==> src/rtl/seg_scan_display.sv <==
// seg_scan_display: time-multiplexed dual-bus 7-segment driver.
// Two digit banks are scanned in parallel. Positions i and i+DIGITS/2 are lit
// together on seg_out0 and seg_out1. Each digit has a decimal point, a blank
// and a blink mask. The whole digit field can scroll left circularly.
//
// Ports:
//   clk       system clock
//   rst       asynchronous reset, active-high
//   digits    hex code per digit; digit 0 is the leftmost (most significant) nibble
//   dp        decimal point per digit (bit p = digit p)
//   blank     force digit dark (bit p = digit p)
//   blink     digit dark during the blink off-phase (bit p = digit p)
//   scroll_en enable circular left scroll
//   seg_en    digit enables, active-high
//   seg_out0  segments {a,b,c,d,e,f,g,dp} for digits 0..DIGITS/2-1
//   seg_out1  segments {a,b,c,d,e,f,g,dp} for digits DIGITS/2..DIGITS-1
module seg_scan_display #(
  parameter int unsigned DIGITS     = 8,
  parameter int unsigned SCAN_DIV   = 100000,
  parameter int unsigned BLINK_DIV  = 50000000,
  parameter int unsigned SCROLL_DIV = 25000000
) (
  input  logic                  clk,
  input  logic                  rst,
  input  logic [4*DIGITS-1:0]   digits,
  input  logic [DIGITS-1:0]     dp,
  input  logic [DIGITS-1:0]     blank,
  input  logic [DIGITS-1:0]     blink,
  input  logic                  scroll_en,
  output logic [DIGITS-1:0]     seg_en,
  output logic [7:0]            seg_out0,
  output logic [7:0]            seg_out1
);

  localparam int unsigned H        = DIGITS / 2;
  localparam int unsigned SCAN_W   = (SCAN_DIV > 1) ? $clog2(SCAN_DIV) : 1;
  localparam int unsigned BLINK_W  = (BLINK_DIV > 1) ? $clog2(BLINK_DIV) : 1;
  localparam int unsigned SCROLL_W = (SCROLL_DIV > 1) ? $clog2(SCROLL_DIV) : 1;
  localparam int unsigned IDX_W    = (H > 1) ? $clog2(H) : 1;
  localparam int unsigned OFF_W    = $clog2(DIGITS);

  if (DIGITS < 2 || (DIGITS % 2) != 0) begin : g_bad_digits
    $error("seg_scan_display: DIGITS must be even and at least 2");
  end

  function automatic logic [7:0] glyph(input logic [3:0] c);
    logic [7:0] g;
    case (c)
      4'h0: g = 8'hFC;
      4'h1: g = 8'h60;
      4'h2: g = 8'hDA;
      4'h3: g = 8'hF2;
      4'h4: g = 8'h66;
      4'h5: g = 8'hB6;
      4'h6: g = 8'hBE;
      4'h7: g = 8'hE0;
      4'h8: g = 8'hFE;
      4'h9: g = 8'hF6;
      4'hA: g = 8'hEE;
      4'hB: g = 8'h3E;
      4'hC: g = 8'h9C;
      4'hD: g = 8'h7A;
      4'hE: g = 8'h9E;
      default: g = 8'h8E;
    endcase
    return g;
  endfunction

  // (p + off) mod DIGITS; both operands are below DIGITS, so one subtract suffices
  // and it stays exact for non-power-of-2 digit counts.
  function automatic logic [OFF_W-1:0] rot(input logic [OFF_W-1:0] p,
                                           input logic [OFF_W-1:0] off);
    int unsigned sum;
    sum = 32'(p) + 32'(off);
    if (sum >= DIGITS) sum = sum - DIGITS;
    return OFF_W'(sum);
  endfunction

  logic [3:0] code [DIGITS];
  for (genvar p = 0; p < DIGITS; p++) begin : g_code
    assign code[p] = digits[4*(DIGITS-1-p) +: 4];
  end

  logic [SCAN_W-1:0]   scan_cnt_q, scan_cnt_d;
  logic [IDX_W-1:0]    idx_q, idx_d;
  logic [BLINK_W-1:0]  blink_cnt_q, blink_cnt_d;
  logic                phase_q, phase_d;
  logic [SCROLL_W-1:0] scroll_cnt_q, scroll_cnt_d;
  logic [OFF_W-1:0]    offset_q, offset_d;
  logic [DIGITS-1:0]   seg_en_q, seg_en_d;
  logic [7:0]          out0_q, out0_d, out1_q, out1_d;

  logic [OFF_W-1:0]    pos_lo, pos_hi, src_lo, src_hi;
  logic                dark_lo, dark_hi;

  // Counters, index, blink phase and scroll offset.
  always_comb begin
    scan_cnt_d   = scan_cnt_q + SCAN_W'(1);
    idx_d        = idx_q;
    if (scan_cnt_q == SCAN_W'(SCAN_DIV - 1)) begin
      scan_cnt_d = '0;
      idx_d      = (idx_q == IDX_W'(H - 1)) ? '0 : idx_q + IDX_W'(1);
    end

    blink_cnt_d  = blink_cnt_q + BLINK_W'(1);
    phase_d      = phase_q;
    if (blink_cnt_q == BLINK_W'(BLINK_DIV - 1)) begin
      blink_cnt_d = '0;
      phase_d     = ~phase_q;
    end

    scroll_cnt_d = '0;
    offset_d     = '0;
    if (scroll_en) begin
      scroll_cnt_d = scroll_cnt_q + SCROLL_W'(1);
      offset_d     = offset_q;
      if (scroll_cnt_q == SCROLL_W'(SCROLL_DIV - 1)) begin
        scroll_cnt_d = '0;
        offset_d     = (offset_q == OFF_W'(DIGITS - 1)) ? '0 : offset_q + OFF_W'(1);
      end
    end
  end

  // Output pair from the current index, offset and phase; registered below.
  always_comb begin
    pos_lo   = OFF_W'(idx_q);
    pos_hi   = OFF_W'(32'(idx_q) + H);
    src_lo   = rot(pos_lo, offset_q);
    src_hi   = rot(pos_hi, offset_q);
    dark_lo  = blank[src_lo] | (blink[src_lo] & phase_q);
    dark_hi  = blank[src_hi] | (blink[src_hi] & phase_q);
    seg_en_d = '0;
    out0_d   = 8'h00;
    out1_d   = 8'h00;
    if (!dark_lo) begin
      seg_en_d[pos_lo] = 1'b1;
      out0_d           = glyph(code[src_lo]) | {7'b0, dp[src_lo]};
    end
    if (!dark_hi) begin
      seg_en_d[pos_hi] = 1'b1;
      out1_d           = glyph(code[src_hi]) | {7'b0, dp[src_hi]};
    end
  end

  always_ff @(posedge clk or posedge rst) begin
    if (rst) begin
      scan_cnt_q   <= '0;
      idx_q        <= '0;
      blink_cnt_q  <= '0;
      phase_q      <= 1'b0;
      scroll_cnt_q <= '0;
      offset_q     <= '0;
      seg_en_q     <= '0;
      out0_q       <= 8'h00;
      out1_q       <= 8'h00;
    end else begin
      scan_cnt_q   <= scan_cnt_d;
      idx_q        <= idx_d;
      blink_cnt_q  <= blink_cnt_d;
      phase_q      <= phase_d;
      scroll_cnt_q <= scroll_cnt_d;
      offset_q     <= offset_d;
      seg_en_q     <= seg_en_d;
      out0_q       <= out0_d;
      out1_q       <= out1_d;
    end
  end

  assign seg_en   = seg_en_q;
  assign seg_out0 = out0_q;
  assign seg_out1 = out1_q;

endmodule

==> config.mk <==
export PLATFORM = sky130hd
export DESIGN_NAME = seg_scan_display
export DESIGN_NICKNAME = d
export VERILOG_FILES = /design/src/rtl/seg_scan_display.sv
export SDC_FILE = /design/constraint.sdc
export NUM_CORES = 1
export LEC_CHECK = 0
export ABC_AREA = 0
export BUFFER_PORTS_ARGS = -buffer_cell sky130_fd_sc_hd__buf_2
export CAP_MARGIN = 5
export CORE_UTILIZATION = 45
export DETAILED_ROUTE_END_ITERATION = 6
export HOLD_SLACK_MARGIN = 0.05
export PLACE_DENSITY = 0.73
export SYNTH_ARGS = -nofsm -noshare
export SYNTH_HDL_FRONTEND = slang
export SYNTH_SLANG_ARGS = --single-unit
==> constraint.sdc <==
create_clock -name clk -period 3.4 [get_ports clk]
set_input_delay 0.17 -clock clk [delete_from_list [all_inputs] [get_ports clk]]
set_output_delay 0.17 -clock clk [all_outputs]
set_load 0.005 [all_outputs]
==> flow_metrics.py, run 1 <==
metrics = {
    "yosys": {
        "yosys_warnings": 0,
        "synth_top_area_cell": "dfrtp_1",
        "syn-num-nets": 611,
        "synth_seq_cells": 98,
        "synth_cells": 530,
        "synth.distinct_cells": 53,
        "syn_area_um2": 5430,
        "yosysSeqAreaShare_pct": 45.2,
        "synthArstFlopShare_pct": 100,
        "synth_top_area_share_pct": 45.2,
        "synth_flop_cell": "dfrtp_1",
        "synth_edf_count": 0,
        "avgSynthCellArea_um2": 10.2,
        "synth.area.top_cells": "dfrtp_1 (45%), xnor2_1 (6.1%), nor2_1 (5.1%)",
    },
    "placement": {
        "dp_hpwl_um": 8580,
        "place.gp.congestion": 0.859,
        "place_area_um2": 6000,
        "pre_cts_ws_ns": 0.356,
        "numPortBuffers": 82,
    },
    "global_route": {
        "antenna_found_initial": 0,
        "overflow": 0,
        "grt.total_usage_pct": 19.7,
        "grt_pass1_vias": 4201,
        "grt_pass1_wl_um": 19600,
        "grt_max_degree": 63,
    },
    "critical_path": {
        "required_ns": 3.65,
        "startpoint_type": "register",
        "worstSetupPathType": "reg -> reg",
        "crit_fanout": 20,
        "cp-end-kind": "register",
        "critPathArrivalTime_ns": 3.31,
        "worst_path_largest_cell_delay_ns": 0.64,
        "slowest_stage": "fa_1",
        "crit_top_cell": "ha_1",
        "cp_cell_sequence": "ha_1 > inv_1 > fa_1 > buf_12 > mux4_2 > mux2_2 > ha_1 > or3_1 > a31oi_1",
    },
    "power": {
        "p_switching_uw": 570,
        "power_density_nw_per_um2": 396,
        "p_comb_share_pct": 7.7,
        "internal_power_mw": 1.94,
        "p_clk_share_pct": 44.9,
        "p_seq_share_pct": 47.4,
        "p_leak_nw": 2.96,
        "ir_drop_v": 0.000200,
        "switching_share_pct": 22.7,
    },
    "die": {
        "die_area_um2": 12500,
        "fp-row-count": 39,
        "die_y_um": 112,
        "io-pin-count": 83,
        "dieWidth_um": 112,
        "initial_utilization_pct": 46.8,
        "core_um2": 11600,
    },
    "finish": {
        "seq_area_um2": 2450,
        "final_area_um2": 6340,
        "final_nets": 697,
        "fin_util_pct": 54.6,
        "multi_input_area_um2": 2800,
        "layout-drive-gt1-share_pct": 21.1,
        "synthToLayoutAreaGrowth_pct": 16.7,
        "n_antenna_cell": 0,
        "fillerInstances": 1011,
    },
    "clock_tree": {
        "cts.repair.resized": 0,
        "clock_latency_ns": 0.34,
        "cts-hold-fix-buffers": 0,
        "numCtsBuffers": 9,
        "cts_tree": "yes",
        "clk_path_buf_depth": 2,
        "clock_sinks": 98,
        "cts-root-buf": "clkbuf_16",
        "h-tree-depth": 3,
        "cts_setup_buffers": 0,
        "clk_pin_slew_ns": 0.07,
    },
    "routing": {
        "drt_iter0_markers": 242,
        "drc_errors": 8,
        "dr.pass1.iters": 7,
        "finalWirelength_um": 11800,
        "wl_per_cell_um": 15.4,
        "viasPerCell": 5.45,
        "vias": 4160,
        "ant_nets": 0,
    },
    "timing": {
        "fin_ws_ns": 0.340,
        "max_freq_mhz": 327,
        "fin_worst_skew_ns": 0.00665,
        "slew_headroom_pct": 27.0,
        "worst_slew_pin_slew_ns": 1.09,
        "fin_crit_ns": 3.06,
        "setup_viol_count_final": 0,
        "period_share_pct": 90.0,
        "slew_violations": 0,
        "finalHoldViolCount": 0,
        "rsz0062_at_grt": "false",
        "timing.setup.tns_ns": 0,
    },
    "run": {
        "cap_violations": 0,
    },
    "run_status": {
        "violations": "DRC",
        "status": "finished with violations",
    },
    "worst_hold_path": {
        "hp-class": "in -> async",
    },
}
==> worst paths after layout <==
kind                       cells after the start                      start  slack, ns                        end
max                                            9       idx_q[0]$_DFFE_PP0N_       0.34      seg_out1[7]$_DFF_PP0_
max in group asynchronous                      3                        rst       2.50  blink_cnt_q[16]$_DFF_PP0_
min                                            2                        rst       0.06  scroll_cnt_q[4]$_DFF_PP0_
min reg2reg                                    1  scroll_cnt_q[0]$_DFF_PP0_       0.47  scroll_cnt_q[0]$_DFF_PP0_
max reg2reg                                    9       idx_q[0]$_DFFE_PP0N_       0.34      seg_out1[7]$_DFF_PP0_
min in group clk                               2                  scroll_en       0.12  scroll_cnt_q[1]$_DFF_PP0_
==> layer usage <==
metal,global-route usage (%),share of wire [%]
met2,32.1,47
met3,2.67,5.8
met4,8.56,1.8
met5,0,0
met1,26.4,46
==> power groups by stage <==
stage | clock network, mW | registers, mW | logic, mW
CTS | 1.15 | 1.19 | 0.194
detailed placement | 0 | 1.21 | 0.192
floorplan | 0 | 1.22 | 0.111
global placement | 0 | 1.21 | 0.189
global route | 1.19 | 1.19 | 0.215
finish | 1.13 | 1.19 | 0.193
==> worst max-delay path: cells and delay by family, from the launching register on <==
| kind | cells | cell delay, ns |
|---|---|---|
| simple gates | 1 | 0.38 |
| fa+ha+maj | 3 | 1.05 |
| compound gates | 1 | 0.18 |
| flops | 1 | 0.42 |
| buf+inv | 2 | 0.27 |
| mux | 2 | 0.67 |
==> synth_stat cells (3+ instances only) <==
master,count
mux4_2,7
inv_1,18
nand4_1,12
mux2i_1,18
a211oi_1,9
a22oi_1,4
o21ai_1,4
nand2_1,34
nand3_1,24
mux2_2,10
a21oi_1,9
or3_1,6
nor4_1,12
and4_1,6
a221oi_1,5
nor2b_1,15
buf_6,3
clkbuf_1,5
buf_4,3
o21ai_0,3
xor2_1,29
buf_2,4
and3_1,10
and2_1,3
nor2_1,74
ha_1,21
xnor2_1,38
dfrtp_1,98
nor3_1,13
==> logic make-up after synthesis <==
| logic type | Yosys count | synth area share [%] |
|---|---|---|
| multiplexers | 36 | 8.78 |
| adder cells (fa/ha/maj) | 22 | 5.21 |
| buffers and inverters | 37 | 3.27 |
| XOR/XNOR | 69 | 11.4 |
| AO/OA/AOI/OAI | 44 | 5.48 |
| AND/OR/NAND/NOR | 224 | 20.7 |
| flip-flops | 98 | 45.2 |
==> sequential cells by signal, indices dropped and copies added (netlist names) <==
register,cells
offset_q,3
phase_q,1
blink_cnt_q,26
seg_out0,8
idx_q,2
seg_out1,8
scroll_cnt_q,25
seg_en,8
scan_cnt_q,17
==> layout by cell type, fill, tap and decap left out, types with 15 or more instances in the layout <==
cell type	n
dfrtp_1	98
buf_2	82
nor2_1	74
xnor2_1	38
nand2_1	34
xor2_1	29
nand3_1	24
ha_1	21
mux2i_1	18
inv_1	17
nor2b_1	15
==> stage by stage <==
stage / cells / hold WS, ns / power [mW]
5_1_grt: 764 / 0.118 / 2.59
4_1_cts: 764 / 0.0873 / 2.53
3_5_place_dp: 748 / 0.457 / 1.40
3_3_place_gp: 748 / 0.439 / 1.40
6_report: 764 / 0.0598 / 2.51
2_1_floorplan: 530 / 0.315 / 1.33
==> final cells by class <==
class | count | area share (%)
timing repair buffer | 91 | 7.74
tap | 143 | 2.82
sequential | 98 | 38.7
clock buffer | 10 | 3.77
inverter | 21 | 1.26
multi-input combinational | 395 | 44.2
clock inverter | 6 | 1.48
No activity file was read; power rests on OpenSTA's default activity.
==> run 2, diff against run 1 <==
--- a/config.mk
+++ b/config.mk
@@ -8,10 +8,11 @@
 export ABC_AREA = 0
 export BUFFER_PORTS_ARGS = -buffer_cell sky130_fd_sc_hd__buf_2
 export CAP_MARGIN = 5
-export CORE_UTILIZATION = 45
+export CORE_ASPECT_RATIO = 0.7
+export CORE_UTILIZATION = 55
 export DETAILED_ROUTE_END_ITERATION = 6
 export HOLD_SLACK_MARGIN = 0.05
-export PLACE_DENSITY = 0.73
+export PLACE_DENSITY = 0.85
 export SYNTH_ARGS = -nofsm -noshare
 export SYNTH_HDL_FRONTEND = slang
 export SYNTH_SLANG_ARGS = --single-unit
==> run 2 against run 1 <==
Net effect: the run now ends clean; largest cell class unchanged; setup slack got worse by 0.30 ns; first-iteration DRC count is 39% higher; sequential power hardly changed; core utilization up 13 points.
==> flow_metrics.py, run 2 (synthesized netlist as in run 1, its figures left out) <==
metrics = {
    "run_status": {
        "status": "complete, no violations",
    },
    "clock_tree": {
        "h-tree-depth": 3,
        "clock_sinks": 98,
        "numCtsBuffers": 9,
        "clk_pin_slew_ns": 0.07,
        "clk_path_buf_depth": 2,
        "cts_setup_buffers": 0,
        "clock_latency_ns": 0.35,
        "cts_tree": "yes",
        "cts-root-buf": "clkbuf_16",
    },
    "placement": {
        "place_area_um2": 5970,
        "dp_cells": 730,
        "numPortBuffers": 82,
        "place.gp.congestion": 0.835,
        "dp_hpwl_um": 8520,
    },
    "timing": {
        "setup_viol_count_final": 0,
        "timing.setup.tns_ns": 0,
        "slew_headroom_pct": 30.7,
        "max_freq_mhz": 298,
        "fin_crit_ns": 3.36,
        "finalHoldViolCount": 0,
        "slew_violations": 0,
        "rsz0062_at_grt": "false",
        "fin_worst_skew_ns": 0.00775,
        "period_share_pct": 98.8,
        "worst_slew_pin_slew_ns": 1.04,
    },
    "power": {
        "p_clk_share_pct": 46.2,
        "switching_share_pct": 22.6,
        "p_switching_uw": 582,
        "internal_power_mw": 1.99,
        "finalPower_mw": 2.57,
        "power_density_nw_per_um2": 406,
        "ir_drop_v": 0.000472,
        "p_leak_nw": 2.96,
        "p_seq_share_pct": 46.3,
        "p_comb_share_pct": 7.6,
    },
    "routing": {
        "drc_errors": 0,
        "ant_nets": 0,
        "dr.pass1.iters": 4,
        "finalWirelength_um": 12200,
        "viasPerCell": 5.66,
        "wl_per_cell_um": 16.3,
        "vias": 4231,
        "drt_iter0_markers": 336,
    },
    "die": {
        "die_y_um": 85.1,
        "fp-row-count": 29,
        "initial_utilization_pct": 58.2,
        "io-pin-count": 83,
        "dieWidth_um": 121,
        "core_um2": 9330,
        "die_area_um2": 10300,
    },
    "critical_path": {
        "crit_fanout": 14,
        "worstSetupPathType": "reg -> reg",
        "cp-end-kind": "register",
        "startpoint_type": "register",
        "critPathArrivalTime_ns": 3.54,
        "required_ns": 3.58,
    },
    "finish": {
        "top_register": "blink_cnt_q",
        "final_area_um2": 6330,
        "fillerInstances": 691,
        "fin_cells": 747,
        "n_antenna_cell": 0,
        "reg.largest.list": "blink_cnt_q (26), scroll_cnt_q (25), scan_cnt_q (17)",
        "final_common_cell": "dfrtp_1",
        "final_cell_mix": "dfrtp_1 (98), buf_2 (82), nor2_1 (74)",
        "synthToLayoutAreaGrowth_pct": 16.6,
        "final_nets": 699,
        "layout-drive-gt1-share_pct": 21.3,
        "largest_reg_flops": 26,
    },
    "global_route": {
        "grt.total_usage_pct": 25.7,
        "antenna_found_initial": 0,
        "grt_max_degree": 56,
        "overflow": 0,
        "grt_pass1_vias": 4318,
        "grt_pass1_wl_um": 20500,
    },
    "worst_hold_path": {
        "hp-class": "in -> reg",
    },
    "run": {
        "cap_violations": 0,
    },
}
[run 2: final timing paths]
| path | from | to | slack (ns) | depth (start not counted) |
|---|---|---|---|---|
| max in group asynchronous | rst | seg_out0[7]$_DFF_PP0_ | 1.94 | 4 |
| min in group asynchronous | rst | phase_q$_DFFE_PP0N_ | 0.53 | 3 |
| worst min-delay path | scroll_en | scroll_cnt_q[1]$_DFF_PP0_ | 0.12 | 2 |
| worst min register to register | scroll_cnt_q[0]$_DFF_PP0_ | scroll_cnt_q[0]$_DFF_PP0_ | 0.47 | 1 |
| worst max register to register | idx_q[0]$_DFFE_PP0N_ | seg_out0[7]$_DFF_PP0_ | 0.04 | 11 |
| worst max-delay path | idx_q[0]$_DFFE_PP0N_ | seg_out0[7]$_DFF_PP0_ | 0.04 | 11 |
[run 2: power by group through the flow]
stage,clock (mW),sequential [mW],combinational (mW)
floorplan,0,1.22,0.111
global placement,0,1.21,0.184
detailed placement,0,1.21,0.190
CTS,1.21,1.19,0.194
global route,1.25,1.19,0.217
finish,1.19,1.19,0.195
[run 2: final cells by class]
class | count | area (um^2) | area share (%)
multi-input cells | 395 | 2800 | 44.3
flip-flops and latches | 98 | 2450 | 38.7
repair buffers | 93 | 495 | 7.82
clock buffers | 9 | 225 | 3.56
well taps | 124 | 155 | 2.45
clock inverters | 7 | 123 | 1.94
inverters | 21 | 80.1 | 1.26
[run 2: through the flow]
step | utilization [%] | setup WS (ns) | hold slack, ns
after floorplan | - | 0.315 | 0.315
after global placement | 64.1 | 0.318 | 0.377
after detailed placement | 64.1 | 0.188 | 0.390
after CTS | 67.9 | 0.0865 | 0.118
after global routing | 67.9 | 0.0289 | 0.144
final | 67.9 | 0.0415 | 0.123
[run 2: what timing repair did]
item | CTS | global route
hold endpoints to repair | 53 | 0
hold buffers | 1 | 0
resized for setup | 0 | 1
endpoints found under the setup margin | 0 | 2
[run 2: critical path: stages, from the launching register on]
cell     delay [ns]
dfrtp_1        0.42
ha_1           0.17
inv_1          0.05
fa_2           0.63
buf_4          0.27
mux4_2         0.34
mux2i_1        0.32
buf_4          0.21
ha_1           0.26
nor2b_1        0.12
a22oi_1        0.27
a31oi_1        0.13
[run 2: routing by layer]
layer | wire (um) | up-vias | track usage [%]
met4 | 246 | 0 | 9.32
met3 | 827 | 22 | 7.46
met5 | 0 | - | 0
met1 | 5290 | 2038 | 34.0
met2 | 5830 | 143 | 40.5
li1 | - | 2028 | -
==> run 3, diff against run 2 <==
--- a/config.mk
+++ b/config.mk
@@ -9,10 +9,11 @@
 export BUFFER_PORTS_ARGS = -buffer_cell sky130_fd_sc_hd__buf_2
 export CAP_MARGIN = 5
 export CORE_ASPECT_RATIO = 0.7
-export CORE_UTILIZATION = 55
+export CORE_UTILIZATION = 56
 export DETAILED_ROUTE_END_ITERATION = 6
 export HOLD_SLACK_MARGIN = 0.05
-export PLACE_DENSITY = 0.85
+export MAX_ROUTING_LAYER = met4
+export PLACE_DENSITY = 0.86
 export SYNTH_ARGS = -nofsm -noshare
 export SYNTH_HDL_FRONTEND = slang
 export SYNTH_SLANG_ARGS = --single-unit
==> run 3 against run 2 <==
Net effect: register-to-register slack better by 0.21 ns; global-route usage increased by 0.83 points; clock-buffer cell count increased by 1; critical path type unchanged; highest routed layer unchanged.
==> flow_metrics.py, run 3 (synthesized netlist as in run 1, its figures left out) <==
metrics = {
    "run_status": {
        "status": "complete, no violations",
    },
    "timing": {
        "slew_headroom_pct": 24.8,
        "rsz0062_at_grt": "false",
        "timing.setup.tns_ns": 0,
        "finalHoldViolCount": 0,
        "period_share_pct": 92.6,
        "fin_worst_skew_ns": 0.00748,
        "max_freq_mhz": 318,
        "slew_violations": 0,
        "setup_viol_count_final": 0,
        "holdWs_ns": 0.132,
        "worst_slew_pin_slew_ns": 1.13,
        "fin_crit_ns": 3.15,
    },
    "die": {
        "initial_utilization_pct": 58.7,
        "die_area_um2": 10100,
        "io-pin-count": 83,
        "dieWidth_um": 120,
        "fp-row-count": 29,
        "core_um2": 9250,
        "die_y_um": 84.4,
    },
    "routing": {
        "ant_nets": 0,
        "drt_iter0_markers": 276,
        "viasPerCell": 5.81,
        "drc_errors": 0,
        "finalWirelength_um": 12300,
        "wl_per_cell_um": 16.4,
        "vias": 4349,
        "dr.pass1.iters": 6,
    },
    "finish": {
        "fillerInstances": 683,
        "n_antenna_cell": 0,
        "final_common_cell": "dfrtp_1",
        "top_register": "blink_cnt_q",
        "synthToLayoutAreaGrowth_pct": 16.1,
        "reg.largest.list": "blink_cnt_q (26), scroll_cnt_q (25), scan_cnt_q (17)",
        "layout-drive-gt1-share_pct": 21.5,
        "final_nets": 700,
        "largest_reg_flops": 26,
        "final_cell_mix": "dfrtp_1 (98), buf_2 (82), nor2_1 (74)",
    },
    "critical_path": {
        "r2r-end": "seg_out1[5]$_DFF_PP0_",
        "reg2reg_depth": 9,
        "worstSetupPathType": "reg -> reg",
        "reg2reg_from": "idx_q[0]$_DFFE_PP0N_",
        "r2r_setup_slack_ns": 0.25,
        "cp-end-kind": "register",
        "crit_fanout": 11,
        "critPathArrivalTime_ns": 3.37,
        "cp-startpoint": "idx_q[0]$_DFFE_PP0N_",
        "required_ns": 3.62,
        "startpoint_type": "register",
    },
    "placement": {
        "dp_hpwl_um": 8860,
        "place.gp.congestion": 0.808,
        "numPortBuffers": 82,
    },
    "clock_tree": {
        "cts_tree": "yes",
        "clk_pin_slew_ns": 0.07,
        "cts_setup_buffers": 0,
        "clock_sinks": 98,
        "numCtsBuffers": 9,
        "clk_path_buf_depth": 2,
        "cts-root-buf": "clkbuf_16",
        "h-tree-depth": 3,
        "clock_latency_ns": 0.35,
    },
    "worst_hold_path": {
        "min_path_cells": 3,
        "hold_start": "scroll_en",
        "hold_path_end": "offset_q[2]$_DFFE_PP0P_",
        "hp-class": "in -> reg",
    },
    "power": {
        "p_leak_nw": 2.95,
        "p_comb_share_pct": 8.1,
        "power_density_nw_per_um2": 386,
        "switching_share_pct": 23.3,
        "p_clk_share_pct": 43.0,
        "p_seq_share_pct": 49.0,
        "internal_power_mw": 1.87,
        "ir_drop_v": 0.000277,
        "p_switching_uw": 567,
    },
    "global_route": {
        "antenna_found_initial": 0,
        "grt_pass1_vias": 4378,
        "grt_max_degree": 43,
        "overflow": 0,
        "grt_pass1_wl_um": 20200,
        "grt.total_usage_pct": 26.5,
    },
    "run": {
        "cap_violations": 0,
    },
}
run 3: cell types whose count changed in the layout (fill, tap and decap cells not counted):
cell,before,now
buf_4,10,11
bufinv_16,3,1
clkbuf_8,0,1
clkinv_4,0,2
clkinvlp_4,2,1
run 3: final cells by class:
| class | count | area, um^2 | share of cell area (%) |
|---|---|---|---|
| flip-flops and latches | 98 | 2450 | 38.9 |
| clock buffers | 10 | 239 | 3.79 |
| inverters | 21 | 80.1 | 1.27 |
| repair buffers | 94 | 503 | 7.98 |
| clock inverters | 6 | 72.6 | 1.15 |
| well taps | 124 | 155 | 2.46 |
| multi-input cells | 395 | 2800 | 44.5 |
run 3: how the worst max path moves through the flow:
| stage | endpoint | slack [ns] | cells after the start |
|---|---|---|---|
| after floorplan | seg_out0[7]$_DFF_PP0_ | 0.32 | 12 |
| after global placement | seg_out1[7]$_DFF_PP0_ | 0.39 | 12 |
| after detailed placement | seg_out1[7]$_DFF_PP0_ | 0.30 | 12 |
| after CTS | seg_out1[7]$_DFF_PP0_ | 0.26 | 12 |
| after global routing | seg_out1[1]$_DFF_PP0_ | 0.07 | 9 |
| final | seg_out1[5]$_DFF_PP0_ | 0.25 | 9 |
run 3: worst max-delay path, stage by stage (launching register included):
cell	delay (ns)
dfrtp_1	0.43
ha_1	0.22
inv_1	0.07
fa_2	0.51
buf_4	0.20
a211oi_1	0.25
a21oi_1	0.14
a22oi_1	0.21
o221ai_1	0.52
a221oi_1	0.46
run 3: layer usage:
layer | routed length, um | part of all wire [%] | up-vias | global-route usage, %
met1 | 5230 | 43 | 2143 | 32.4
met2 | 6060 | 49 | 155 | 43.0
li1 | - | - | 2025 | -
met5 | 0 | 0 | - | -
met3 | 717 | 5.8 | 26 | 5.50
met4 | 267 | 2.2 | 0 | 11.3
run 3: through the flow:
stage               std cells  utilization, %  instance area (um^2)  setup slack (ns)  power [mW]
floorplan                 530               -                  5430             0.315        1.33
global placement          731            64.7                  5980             0.395        1.40
detailed placement        731            64.7                  5980             0.295        1.41
CTS                       748            68.1                  6300             0.264        2.45
global route              748            68.2                  6310            0.0724        2.52
finish                    748            68.2                  6310             0.253        2.43
run 3: power groups by stage:
stage	combinational, mW	sequential [mW]	clock (mW)
floorplan	0.111	1.22	0
global placement	0.184	1.21	0
detailed placement	0.193	1.21	0
CTS	0.196	1.19	1.06
global route	0.217	1.19	1.11
finish	0.197	1.19	1.05
run 3: repair_timing:
item,4_1_cts,5_1_grt
endpoints found under the hold margin,26,0
hold buffers,1,0
setup endpoints to repair,0,1
gates resized for setup,0,1
